==> src/rtl/ft_pkg.sv <==
`default_nettype none
// ============================================================================
// Package     : ft_pkg
// Description : Shared constants for the FT transmit path: arbiter state
//               encodings, default channel header bytes and the grant helper.
// Revision    : 1.0 - initial release
// ============================================================================
package ft_pkg;

  // Arbiter state encoding
  localparam logic [1:0] IDLE = 2'd0;
  localparam logic [1:0] HDR  = 2'd1;
  localparam logic [1:0] DATA = 2'd2;
  localparam logic [1:0] CSUM = 2'd3;

  // Default packet header bytes
  localparam logic [7:0] c_HDR_CH0_DEFAULT = 8'hA0;  // command replies
  localparam logic [7:0] c_HDR_CH1_DEFAULT = 8'hA1;  // CCD pixel stream

  // Channel to grant out of IDLE. A lone requester always wins; when both
  // request, the channel that did not win last time goes first.
  function automatic logic pick_grant(input logic v0, input logic v1,
                                      input logic last_grant);
    if (v0 && v1) return ~last_grant;
    return v1;
  endfunction

endpackage
`default_nettype wire

==> src/rtl/ft_tx_arbiter.sv <==
`default_nettype none
// ============================================================================
// Module      : ft_tx_arbiter
// Description : Merges two byte streams into framed packets for the tx FIFO.
//               Each packet is: header byte, 1..MAX_LEN data bytes, XOR
//               checksum of header and data. Packets are atomic; channel
//               choice alternates when both request.
// Ports       : clk, rst_n          - clock, async active-low reset
//               s0_* / s1_*         - channel byte streams (valid/ready/last)
//               tx_wdata, tx_winc   - tx FIFO write side
//               tx_wfull            - tx FIFO full, stalls all writes
//               busy                - packet in progress
//               len_err             - sticky truncation flag
//               len_err_clr         - clears len_err (a new truncation wins)
// Revision    : 1.0 - initial release
// ============================================================================
module ft_tx_arbiter
  import ft_pkg::*;
#(
  parameter logic [7:0] HDR_CH0 = c_HDR_CH0_DEFAULT,
  parameter logic [7:0] HDR_CH1 = c_HDR_CH1_DEFAULT,
  parameter int         MAX_LEN = 255
) (
  input  logic       clk,
  input  logic       rst_n,
  input  logic [7:0] s0_data,
  input  logic       s0_valid,
  input  logic       s0_last,
  output logic       s0_ready,
  input  logic [7:0] s1_data,
  input  logic       s1_valid,
  input  logic       s1_last,
  output logic       s1_ready,
  output logic [7:0] tx_wdata,
  output logic       tx_winc,
  input  logic       tx_wfull,
  output logic       busy,
  output logic       len_err,
  input  logic       len_err_clr
);

  logic [1:0] r_state;
  logic       r_gnt;         // channel owning the current packet
  logic       r_last_grant;
  logic [7:0] r_count;
  logic [7:0] r_csum;
  logic       r_len_err;

  logic [7:0] w_gnt_data;
  logic       w_gnt_valid;
  logic       w_gnt_last;
  logic [7:0] w_hdr;
  logic       w_data_ready;
  logic       w_fire;
  logic [8:0] w_count_next;
  logic       w_at_max;
  logic       w_trunc;
  logic       w_new_gnt;

  assign w_gnt_data  = r_gnt ? s1_data  : s0_data;
  assign w_gnt_valid = r_gnt ? s1_valid : s0_valid;
  assign w_gnt_last  = r_gnt ? s1_last  : s0_last;
  assign w_hdr       = r_gnt ? HDR_CH1  : HDR_CH0;

  // Only the granted channel may see ready, and only while the FIFO has room.
  assign w_data_ready = (r_state == DATA) && !tx_wfull;
  assign s0_ready     = w_data_ready && !r_gnt;
  assign s1_ready     = w_data_ready &&  r_gnt;
  assign w_fire       = w_data_ready && w_gnt_valid;

  // Nine bits so the compare is exact even with MAX_LEN = 255.
  assign w_count_next = {1'b0, r_count} + 9'd1;
  assign w_at_max     = (w_count_next == 9'(MAX_LEN));
  assign w_trunc      = w_fire && !w_gnt_last && w_at_max;

  assign w_new_gnt = pick_grant(s0_valid, s1_valid, r_last_grant);

  assign busy    = (r_state != IDLE);
  assign len_err = r_len_err;

  always_comb begin
    tx_winc  = 1'b0;
    tx_wdata = 8'h00;
    case (r_state)
      HDR: begin
        if (!tx_wfull) begin
          tx_winc  = 1'b1;
          tx_wdata = w_hdr;
        end
      end
      DATA: begin
        if (w_fire) begin
          tx_winc  = 1'b1;
          tx_wdata = w_gnt_data;
        end
      end
      CSUM: begin
        if (!tx_wfull) begin
          tx_winc  = 1'b1;
          tx_wdata = r_csum;
        end
      end
      default: begin
        tx_winc  = 1'b0;
        tx_wdata = 8'h00;
      end
    endcase
  end

  always_ff @(posedge clk or negedge rst_n) begin
    if (!rst_n) begin
      r_state      <= IDLE;
      r_gnt        <= 1'b0;
      r_last_grant <= 1'b1;
      r_count      <= 8'd0;
      r_csum       <= 8'd0;
    end else begin
      case (r_state)
        IDLE: begin
          if (s0_valid || s1_valid) begin
            r_gnt        <= w_new_gnt;
            r_last_grant <= w_new_gnt;
            r_state      <= HDR;
          end
        end
        HDR: begin
          if (!tx_wfull) begin
            r_csum  <= w_hdr;
            r_count <= 8'd0;
            r_state <= DATA;
          end
        end
        DATA: begin
          if (w_fire) begin
            r_csum  <= r_csum ^ w_gnt_data;
            r_count <= w_count_next[7:0];
            // A truncated packet simply ends here; the rest of the source
            // packet re-enters arbitration as a fresh packet.
            if (w_gnt_last || w_at_max) r_state <= CSUM;
          end
        end
        CSUM: begin
          if (!tx_wfull) r_state <= IDLE;
        end
        default: r_state <= IDLE;
      endcase
    end
  end

  always_ff @(posedge clk or negedge rst_n) begin
    if (!rst_n) begin
      r_len_err <= 1'b0;
    end else if (w_trunc) begin
      r_len_err <= 1'b1;
    end else if (len_err_clr) begin
      r_len_err <= 1'b0;
    end
  end

endmodule
`default_nettype wire

==> config.mk <==
export PLATFORM = sky130hd
export DESIGN_NAME = ft_tx_arbiter
export DESIGN_NICKNAME = d
export VERILOG_FILES = /design/src/rtl/ft_pkg.sv /design/src/rtl/ft_tx_arbiter.sv
export SDC_FILE = /design/constraint.sdc
export NUM_CORES = 1
export LEC_CHECK = 0
export ABC_AREA = 1
export CORE_ASPECT_RATIO = 1.5
export CORE_MARGIN = 10
export CORE_UTILIZATION = 49
export CTS_CLUSTER_DIAMETER = 150
export DETAILED_ROUTE_END_ITERATION = 7
export PLACE_DENSITY = 0.85
export REMOVE_ABC_BUFFERS = 1
export SLEW_MARGIN = 20
export SYNTH_ARGS = -nofsm -noshare
export SYNTH_HDL_FRONTEND = slang
export SYNTH_SLANG_ARGS = --single-unit
export TNS_END_PERCENT = 100
==> constraint.sdc <==
create_clock -name clk -period 2.57 [get_ports clk]
set_input_delay 0.771 -clock clk [delete_from_list [all_inputs] [get_ports clk]]
set_output_delay 0.771 -clock clk [all_outputs]
set_load 0.01 [all_outputs]
Word-level counts from Yosys, hierarchy flattened

Index checks and enable logic that the tools add are counted.

Bits of input ports: 24
Word-level logic and storage cells: 66
Register bits after elaboration: 21
Output and inout port bits: 13

Bitwise gates (word level): 2
Equal/unequal tests: 9
Add/subtract/negate cells: 1
Reduce and logical (&&, ||, !) cells: 20
Mux-type cells: 28

Operators by type and width:

| cell                                                                     | count |
|---|---|
| 8-bit 2-to-1 mux                                                         | 8 |
| 8-bit case mux with 2 select lines                                       | 2 |
| 8-bit case mux with 3 select lines                                       | 1 |
| 1-bit 2-to-1 mux                                                         | 10 |
| 2-bit 2-to-1 mux                                                         | 5 |
| 8-bit by 1-bit adder with 9-bit output (second input constant)           | 1 |
| 9-bit by 8-bit == test with 1-bit output (second input constant)         | 1 |
| 2-bit inequality test (second input constant)                            | 4 |
| 2-bit case mux with 4 select lines                                       | 1 |
| 8-bit XOR                                                                | 1 |
| 1-bit logical AND                                                        | 7 |
| 2-bit nonzero test                                                       | 3 |
| 5-bit AND reduction                                                      | 1 |
| 2-bit == test (second input constant)                                    | 2 |
| 1-bit logical NOT                                                        | 3 |
| 3-bit AND reduction                                                      | 1 |
| 2-bit by 1-bit == test with 1-bit output (second input constant)         | 1 |
| 2-bit logical NOT                                                        | 1 |
| 1-bit logical OR                                                         | 2 |
| 2-bit by 1-bit inequality test with 1-bit output (second input constant) | 1 |
| 1-bit case mux with 2 select lines                                       | 1 |
| 2-bit AND reduction                                                      | 1 |
| 2-bit OR reduction                                                       | 1 |
| 1-bit inverter                                                           | 1 |

Longest topological paths before layout

Gate-level depths: netlist of run 1.

Depth in word-level cells: 6
Mapped depth: 12
Depth with buffers taken out: 12

Worst setup path after synthesis of run 1

OpenSTA, ideal clock, no wires.

Path kind: input to output
Start: in s0_valid
End: out tx_wdata[0]
Stages: 7
Arrival: 1.695 ns
Path buffers: 1
Slack: 0.104 ns
Cell sequence: inv_1 > o21ai_0 > nand2_4 > inv_1 > buf_2 > nand2_1 > a31oi_1

Cells in the longest elaborated chain, start to end: 4

RTL lines:

| item                               | RTL line            | RTL |
|---|---|---|
| from (decl)                        | ft_tx_arbiter.sv:27 | `input logic s0_valid,` |
| 1-bit 2-to-1 mux                   | ft_tx_arbiter.sv:61 | `assign w_gnt_valid = r_gnt ? s1_valid : s0_valid;` |
| 1-bit logical AND                  | ft_tx_arbiter.sv:69 | `assign w_fire = w_data_ready && w_gnt_valid;` |
| 8-bit 2-to-1 mux                   | ft_tx_arbiter.sv:92 | `if (w_fire) begin` |
| 8-bit case mux with 3 select lines | ft_tx_arbiter.sv:84 | `case (r_state)` |
| to (decl)                          | ft_tx_arbiter.sv:34 | `output logic [7:0] tx_wdata,` |

Every way passes these cells.

Worst setup path in the final report of run 1

Start: in s0_data[2]
End: out tx_wdata[2]

Cells in the longest elaborated chain, start to end: 3

RTL lines:

| item                               | RTL line            | RTL |
|---|---|---|
| from (decl)                        | ft_tx_arbiter.sv:26 | `input logic [7:0] s0_data,` |
| 8-bit 2-to-1 mux                   | ft_tx_arbiter.sv:60 | `assign w_gnt_data = r_gnt ? s1_data : s0_data;` |
| 8-bit 2-to-1 mux                   | ft_tx_arbiter.sv:92 |  |
| 8-bit case mux with 3 select lines | ft_tx_arbiter.sv:84 |  |

Every way passes these cells.

==> results of run 1 <==
-- metal layers --
layer | share of wire (%) | vias up | GRT usage [%] | wire length [um]
li1 | - | 819 | - | -
met1 | 37 | 777 | 16.3 | 1650
met2 | 57 | 57 | 31.4 | 2520
met3 | 3.9 | 8 | 1.66 | 173
met4 | 1.9 | 0 | 6.25 | 82
met5 | 0 | - | 0 | 0
-- synthesized netlist by cell type (3+ instances only) --
cell type	instances	area [sq um]
nand2_1	89	334
inv_1	24	90.1
dfrtp_1	20	500
nor2_1	12	45.0
nand3_1	11	55.1
o21ai_0	11	55.1
ha_1	6	75.1
a21oi_1	5	25.0
o22ai_1	5	31.3
xnor2_1	5	43.8
a31oi_1	4	25.0
clkbuf_1	3	11.3
o31ai_1	3	22.5
-- layout make-up --
class	count	area (sq um)
clock buffers	4	45.0
fillers	222	776
inverters	26	100
multi-input cells	164	888
flip-flops and latches	21	527
well taps	39	48.8
repair buffers	65	528
-- worst max-delay path by stage --
stage | startpoint | to | cells past startpoint | slack [ns]
2_1_floorplan | s0_valid | tx_wdata[0] | 6 | 0.13
3_3_place_gp | s0_valid | tx_wdata[0] | 9 | -0.78
3_5_place_dp | s0_valid | tx_wdata[1] | 9 | -0.84
4_1_cts | tx_wfull | tx_winc | 6 | 0.01
5_1_grt | s0_data[2] | tx_wdata[2] | 6 | -0.008
6_report | s0_data[2] | tx_wdata[2] | 6 | 0.02
-- repair_timing --
action,4_1_cts,5_1_grt
setup endpoints to repair,12,11
hold buffers,0,0
setup buffers,0,3
cloned,0,0
gates resized for setup,55,18
pin swaps,3,7
-- worst min-delay path: stages, from the launching register on --
cell     delay (ns)
dfrtp_1        0.38
nand2_1        0.06
nand3_1        0.05
-- report_power, final --
part           internal (W)  total [W]  switching, W  leakage (nW)
registers          0.000419   0.000497     0.0000779         0.275
logic              0.000565    0.00126      0.000700         0.737
clock network      0.000110   0.000212      0.000102        0.0228
-- registers in the layout, summed over array words and instances (netlist names) --
| register | count |
|---|---|
| r_last_grant | 1 |
| len_err | 1 |
| r_state | 2 |
| r_gnt | 1 |
| r_csum | 8 |
| r_count | 8 |
-- kinds of logic (layout without fill, tap and decap cells) --
| family | after synthesis | after routing |
|---|---|---|
| flip-flops | 21 | 21 |
| adder cells (fa/ha/maj) | 6 | 6 |
| XOR/XNOR | 5 | 5 |
| buffers and inverters | 32 | 95 |
| AO/OA/AOI/OAI | 32 | 32 |
| AND/OR/NAND/NOR | 121 | 121 |
-- stage by stage --
step	std cells	setup slack [ns]	hold WS, ns	area (sq um)	power, W
finish	319	0.0220	0.524	2140	0.00197
global route	319	-0.00775	0.535	2140	0.00213
global placement	312	-0.783	0.488	2060	0.00162
floorplan	211	0.126	0.464	1450	0.00111
detailed placement	312	-0.836	0.493	2060	0.00165
CTS	316	0.0117	0.520	2090	0.00189
==> results by group, run 1 <==
Detailed routing
  • First-pass DRT Iterations: 4
  • Vias after detailed routing: 1661
  • WL final: 4430 um
  • Initial drt markers: 71
  • ANT nets after route: 0
  • Drt wl/cell: 13.9 um
  • Residual DRC: 0
  • Via density: 5.21

Logic synthesis
  • Synth Instances: 217
  • Post-synth EDFFs: 0
  • Sequential share of the synthesized area: 35.3%
  • Yosys Warn Count: 0
  • Distinct cells, synth: 27
  • Seq cells post-synth: 21
  • Mean Syn Cell Area: 6.87 sq um
  • Top_reg_cell synth: dfrtp_1
  • Synth Area in Compound Gates: 13.7%
  • FFs w/ async S/R, synth: 100%
  • XOR/XNOR share of the synthesized area: 2.94%
  • Mux share of post-synthesis cell area: 0%
  • Mapped Area: 1490 sq um
  • Main combinational cell family by area after synthesis: simple AND/OR/NAND/NOR gates
  • Simple logic cell fraction of the synthesized area: 33.8%
  • Adder-Cell Fraction of Synth Area: 5.04%

Worst setup path
  • Req. time, crit path: 1.80 ns
  • R2r endpoint: r_csum[7]
  • Startpoint Class: input pin
  • WP buf/inv: 2
  • CP peak stage delay: 0.45 ns
  • CP max stage cell: clkdlybuf4s50_1
  • Cell mode on critical path: nand2_1
  • Cell Chain, Critical Path: clkdlybuf4s50_1 > nand2_1 > nand2_1 > nand2_1 > a21oi_1 > buf_2
  • R2R Setup Slk: 0.83 ns
  • Reg2reg start: r_state[0]
  • Worst Path Class, Setup: input pin to output pin
  • Reg2Reg Depth: 12
  • Family with the most delay on the worst path: buffers and inverters
  • Arr. time, crit path: 1.78 ns
  • Crit Path Max Fanout: 2
  • CP endpoint kind: output pin

Floorplanning
  • Num rows: 24
  • Number of I/O pins: 37
  • Initial core utilization: 51.2%
  • Core ar.: 2910 sq um
  • Die area: 5690 sq um
  • Die W: 65.0 um
  • Die height: 87.5 um

Timing
  • Hold Fails Final Rpt: 0
  • Post-route clock period utilization: 99.1%
  • Measured slew at the worst slew-check pin: 0.273 ns
  • Relative slew slack: 81.8%
  • Setup-failing EPs final: 0
  • Setup TNS: 0 ns
  • Crit path time final: 2.55 ns
  • Skew final: 0.00309 ns
  • Slew Viols, Final: 0
  • Fmax: 392 MHz

Hold path
  • Hold Path End: r_csum[5]
  • Hold Crit Start: r_csum[5]
  • WHS Path Cells: 2
  • Kind of path behind the tightest hold check: flip-flop to flip-flop

Power and ir drop
  • Highest ir drop seen on vdd: 0.806 mV
  • Leakage: 1.04 nW
  • PwrDens: 923 nW/um^2

Status
  • Status: finished clean

Clock tree
  • CTS tree: yes
  • Reg clk slew, reported paths: 0.07 ns
  • Root buffer cell: clkbuf_8
  • Longest Clk Path Bufs: 2
  • Worst-skew pair later-pin latency: 0.25 ns
  • CTS sink cnt: 21
  • Total CTS buffers: 3
  • H-tree Lvls: 1

Final layout
  • Layout cells sized above 1: 25.7%
  • Most frequent cells in the layout: nand2_1 (84), buf_4 (27), clkdlybuf4s50_1 (20), dfrtp_1 (20), inv_1 (18)
  • Final Core Density: 73.4%
  • N_diodes: 0
  • P&R area growth vs syn: 43.4%
  • Most common cell after layout, fill and taps aside: nand2_1
  • Nets: 311

Placed design
  • Final HPWL DP: 3320 um
  • Input/output buffers: 36
  • Routability cong.: 0.862

Run
  • Maxcap violations: 0

Global route
  • Gr usage total: 15.9%
  • Vias in the first global route: 1699
  • Antenna violations before repair: 0
  • First-pass GRT wire length: 7370 um
  • Largest net degree at the start of global routing: 22
  • Total congestion overflow: 0
Note: power is estimated with default switching activity, not from simulation.
==> inputs of run 2 (changes only) <==
==> constraint.sdc (replaced) <==
create_clock -name clk -period 2.4 [get_ports clk]
set_input_delay 0.72 -clock clk [delete_from_list [all_inputs] [get_ports clk]]
set_output_delay 0.72 -clock clk [all_outputs]
set_load 0.01 [all_outputs]
==> run 2 against run 1 <==
The flow now finishes with violations (setup timing). Sequential share of layout area down 1.1 points. Setup slack lost 0.065 ns. Final area grew 5.0%. Combinational power is 23% higher. Via count rose by 6.7%. Sequential power rose by 9.3%. Power up 18%. Global-route usage rose by 1.1 points. First-iteration DRC count increased by 58%. Register-to-register slack got worse by 0.20 ns. Utilization increased by 3.7 points. Wire length up 24%. Largest cell class unchanged. Largest power group unchanged. Highest routed layer unchanged.
==> results by group, run 2 (synthesized netlist as in run 1, its figures left out) <==
Final layout
  • Most common cell after layout, fill and taps aside: nand2_1 (unchanged)
  • Register Area: 528 sq um (was 527 sq um)
  • P&R area growth vs syn: 50.6% (was 43.4%)
  • Layout cells sized above 1: 32.2% (was 25.7%)
  • Filler Cell Count: 193 (was 222)
  • Nets: 314 (was 311)
  • Area occupied by multi-input gates: 937 sq um (was 888 sq um)
  • Top Registers: r_count (8), r_csum (8), r_state (2) (unchanged)
  • N_diodes: 0 (unchanged)
  • Final std cells w/o fill: 322 (was 319)
  • Most frequent cells in the layout: nand2_1 (77), buf_4 (27), dfrtp_1 (19) (was nand2_1 (84), buf_4 (27), clkdlybuf4s50_1 (20), dfrtp_1 (20), inv_1 (18))
  • Final instance area: 2240 sq um (was 2140 sq um)

Clock tree
  • Root buffer cell: clkbuf_8 (unchanged)
  • Hold-fix buffers, CTS: 0 (unchanged)
  • Worst-skew pair later-pin latency: 0.26 ns (was 0.25 ns)
  • Longest Clk Path Bufs: 2 (unchanged)
  • Total CTS buffers: 3 (unchanged)
  • CTS tree: yes (unchanged)
  • Reg clk slew, reported paths: 0.08 ns (was 0.07 ns)
  • H-tree Lvls: 1 (unchanged)
  • CTS sink cnt: 21 (unchanged)

Detailed routing
  • Uppermost routed layer: met4 (unchanged)
  • WL met2: 3040 um (was 2520 um)
  • M1 WL: 1870 um (was 1650 um)
  • Drt wl/cell: 17.1 um (was 13.9 um)
  • Metal3 WL: 326 um (was 173 um)
  • Via density: 5.50 (was 5.21)
  • Residual DRC: 0 (unchanged)
  • ANT nets after route: 0 (unchanged)
  • Initial drt markers: 112 (was 71)
  • WL final: 5500 um (was 4430 um)
  • First-pass DRT Iterations: 4 (unchanged)
  • Vias after detailed routing: 1772 (was 1661)

Worst setup path
  • R2R Setup Slk: 0.63 ns (was 0.83 ns)
  • R2r endpoint: r_state[0] (was r_csum[7])
  • Reg2Reg Depth: 10 (was 12)
  • Cell Chain, Critical Path: clkdlybuf4s50_1 > nand2_1 > nand2_2 > nand2_1 > a21oi_1 > buf_2 (was clkdlybuf4s50_1 > nand2_1 > nand2_1 > nand2_1 > a21oi_1 > buf_2)
  • Worst Path Class, Setup: input pin to output pin (unchanged)
  • CP endpoint kind: output pin (unchanged)
  • Reg2reg start: r_count[0] (was r_state[0])
  • CP peak stage delay: 0.48 ns (was 0.45 ns)
  • CP max stage cell: clkdlybuf4s50_1 (unchanged)
  • Startpoint Class: input pin (unchanged)
  • Req. time, crit path: 1.68 ns (was 1.80 ns)
  • Arr. time, crit path: 1.72 ns (was 1.78 ns)
  • Cell mode on critical path: nand2_1 (unchanged)
  • Crit Path Max Fanout: 2 (unchanged)

Floorplanning
  • Num rows: 24 (unchanged)
  • Die W: 65.0 um (unchanged)
  • Initial core utilization: 51.2% (unchanged)
  • Core ar.: 2910 sq um (unchanged)
  • Die area: 5690 sq um (unchanged)
  • Die height: 87.5 um (unchanged)
  • Number of I/O pins: 37 (unchanged)

Timing
  • RSZ-0062 raised after global routing: yes
  • Skew final: 0.00155 ns (was 0.00309 ns)
  • Fmax: 409 MHz
  • Measured slew at the worst slew-check pin: 0.284 ns (was 0.273 ns)
  • Crit path time final: 2.44 ns
  • Relative slew slack: 81.1% (was 81.8%)
  • Post-route clock period utilization: 102%
  • Setup-failing EPs final: 3 (was 0)
  • Hold Fails Final Rpt: 0 (unchanged)
  • Final Worst Setup Slack: -0.0425 ns (was 0.0220 ns)
  • Slew Viols, Final: 0 (unchanged)

Global route
  • Total congestion overflow: 0 (unchanged)
  • Antenna violations before repair: 0 (unchanged)
  • Largest net degree at the start of global routing: 22 (unchanged)
  • Vias in the first global route: 1771 (was 1699)
  • Gr usage total: 16.9% (was 15.9%)
  • First-pass GRT wire length: 7880 um (was 7370 um)

Status
  • Violated checks: setup timing
  • Status: complete, but fails checks (was finished clean)

Placed design
  • Post-place setup slack: -0.893 ns (was -0.836 ns)
  • Routability cong.: 0.863 (was 0.862)
  • Input/output buffers: 36 (unchanged)
  • Dpl cells: 316 (was 312)
  • Post-Place Cell Area: 2090 sq um (was 2060 sq um)
  • Final HPWL DP: 3430 um (was 3320 um)

Run
  • Maxcap violations: 0 (unchanged)

Power and ir drop
  • Reg power frac: 23.3% (was 25.2%)
  • Share of total power in combinational logic: 66.7% (was 64.1%)
  • Leakage: 1.11 nW (was 1.04 nW)
  • Clock power frac: 10.0% (was 10.7%)
  • Total power: 0.00233 W (was 0.00197 W)
  • Sw Share: 47.0% (was 44.6%)
  • Switching pwr: 0.00110 W (was 0.000880 W)
  • Highest ir drop seen on vdd: 0.772 mV (was 0.806 mV)
  • PwrDens: 1040 nW/um^2 (was 923 nW/um^2)
  • Internal Power: 0.00123 W (was 0.00109 W)

Hold path
  • Hold Path End: len_err (was r_csum[5])
  • Kind of path behind the tightest hold check: flip-flop to flip-flop (unchanged)
  • Hold Crit Start: len_err (was r_csum[5])
  • WHS Path Cells: 2 (unchanged)
## run 2: cell types whose count changed in the layout (fill, tap and decap cells not counted), moves of 2 or more
cell | previous run | this run
clkdlybuf4s50_1 | 20 | 13
dlymetal6s2s_1 | 2 | 9
nand2_1 | 84 | 77
nand2_2 | 6 | 13
a21oi_1 | 4 | 1
a21oi_2 | 1 | 4
buf_2 | 9 | 12
buf_6 | 2 | 5
clkbuf_2 | 3 | 1
dlygate4sd2_1 | 2 | 0
ha_1 | 4 | 2
## run 2: worst max-delay path by stage
stage | start | endpoint | cells after the start
detailed placement | s0_valid | tx_wdata[5] | 10
global placement | s0_valid | tx_wdata[0] | 10
floorplan | s0_valid | tx_wdata[0] | 6
CTS | r_state[0] | tx_wdata[5] | 10
finish | s1_data[4] | tx_wdata[4] | 6
global route | s1_data[6] | tx_wdata[6] | 6
## run 2: worst max-delay path: cells and delay by family
kind                   cells  cell delay, ns
AOI/OAI and AO/OA          1            0.14
buffers and inverters      2            0.64
and+or+nand+nor            3            0.22
## run 2: power groups by stage
stage / Sequential (W) / Clock, W / Combinational [W]
after floorplan: 0.000527 / 0 / 0.000666
after global placement: 0.000520 / 0 / 0.00126
after detailed placement: 0.000525 / 0 / 0.00130
after CTS: 0.000524 / 0.000234 / 0.00132
after global routing: 0.000553 / 0.000247 / 0.00167
final: 0.000543 / 0.000234 / 0.00155
## run 2: cell type report
type	count	area share (%)
Sequential cell	21	23.5
Multi-Input combinational cell	164	41.8
Tap cell	39	2.17
Clock buffer	3	1.84
Timing Repair Buffer	68	25.7
Clock inverter	1	0.223
Inverter	26	4.79
## run 2: stage by stage
stage                     setup TNS [ns]  utilization, %  hold WS [ns]
after floorplan                        0               -         0.424
after global placement             -8.13            71.6         0.484
after detailed placement           -8.90            71.6         0.514
after CTS                        -0.0165            72.6         0.527
after global routing              -0.327            77.1         0.566
final                            -0.0925            77.1         0.531
## run 2: per-layer routing
layer	track usage [%]	up-vias
li1	-	828
met1	16.7	813
met2	32.1	100
met3	2.30	31
met4	10.7	0
met5	0	-
## run 2: timing repair
item / CTS / global route
setup buffers: 1 / 2
gates resized for setup: 61 / 47
endpoints found under the setup margin: 12 / 11
pin swaps: 5 / 26
cloned: 0 / 0
endpoints found under the hold margin: 0 / 0
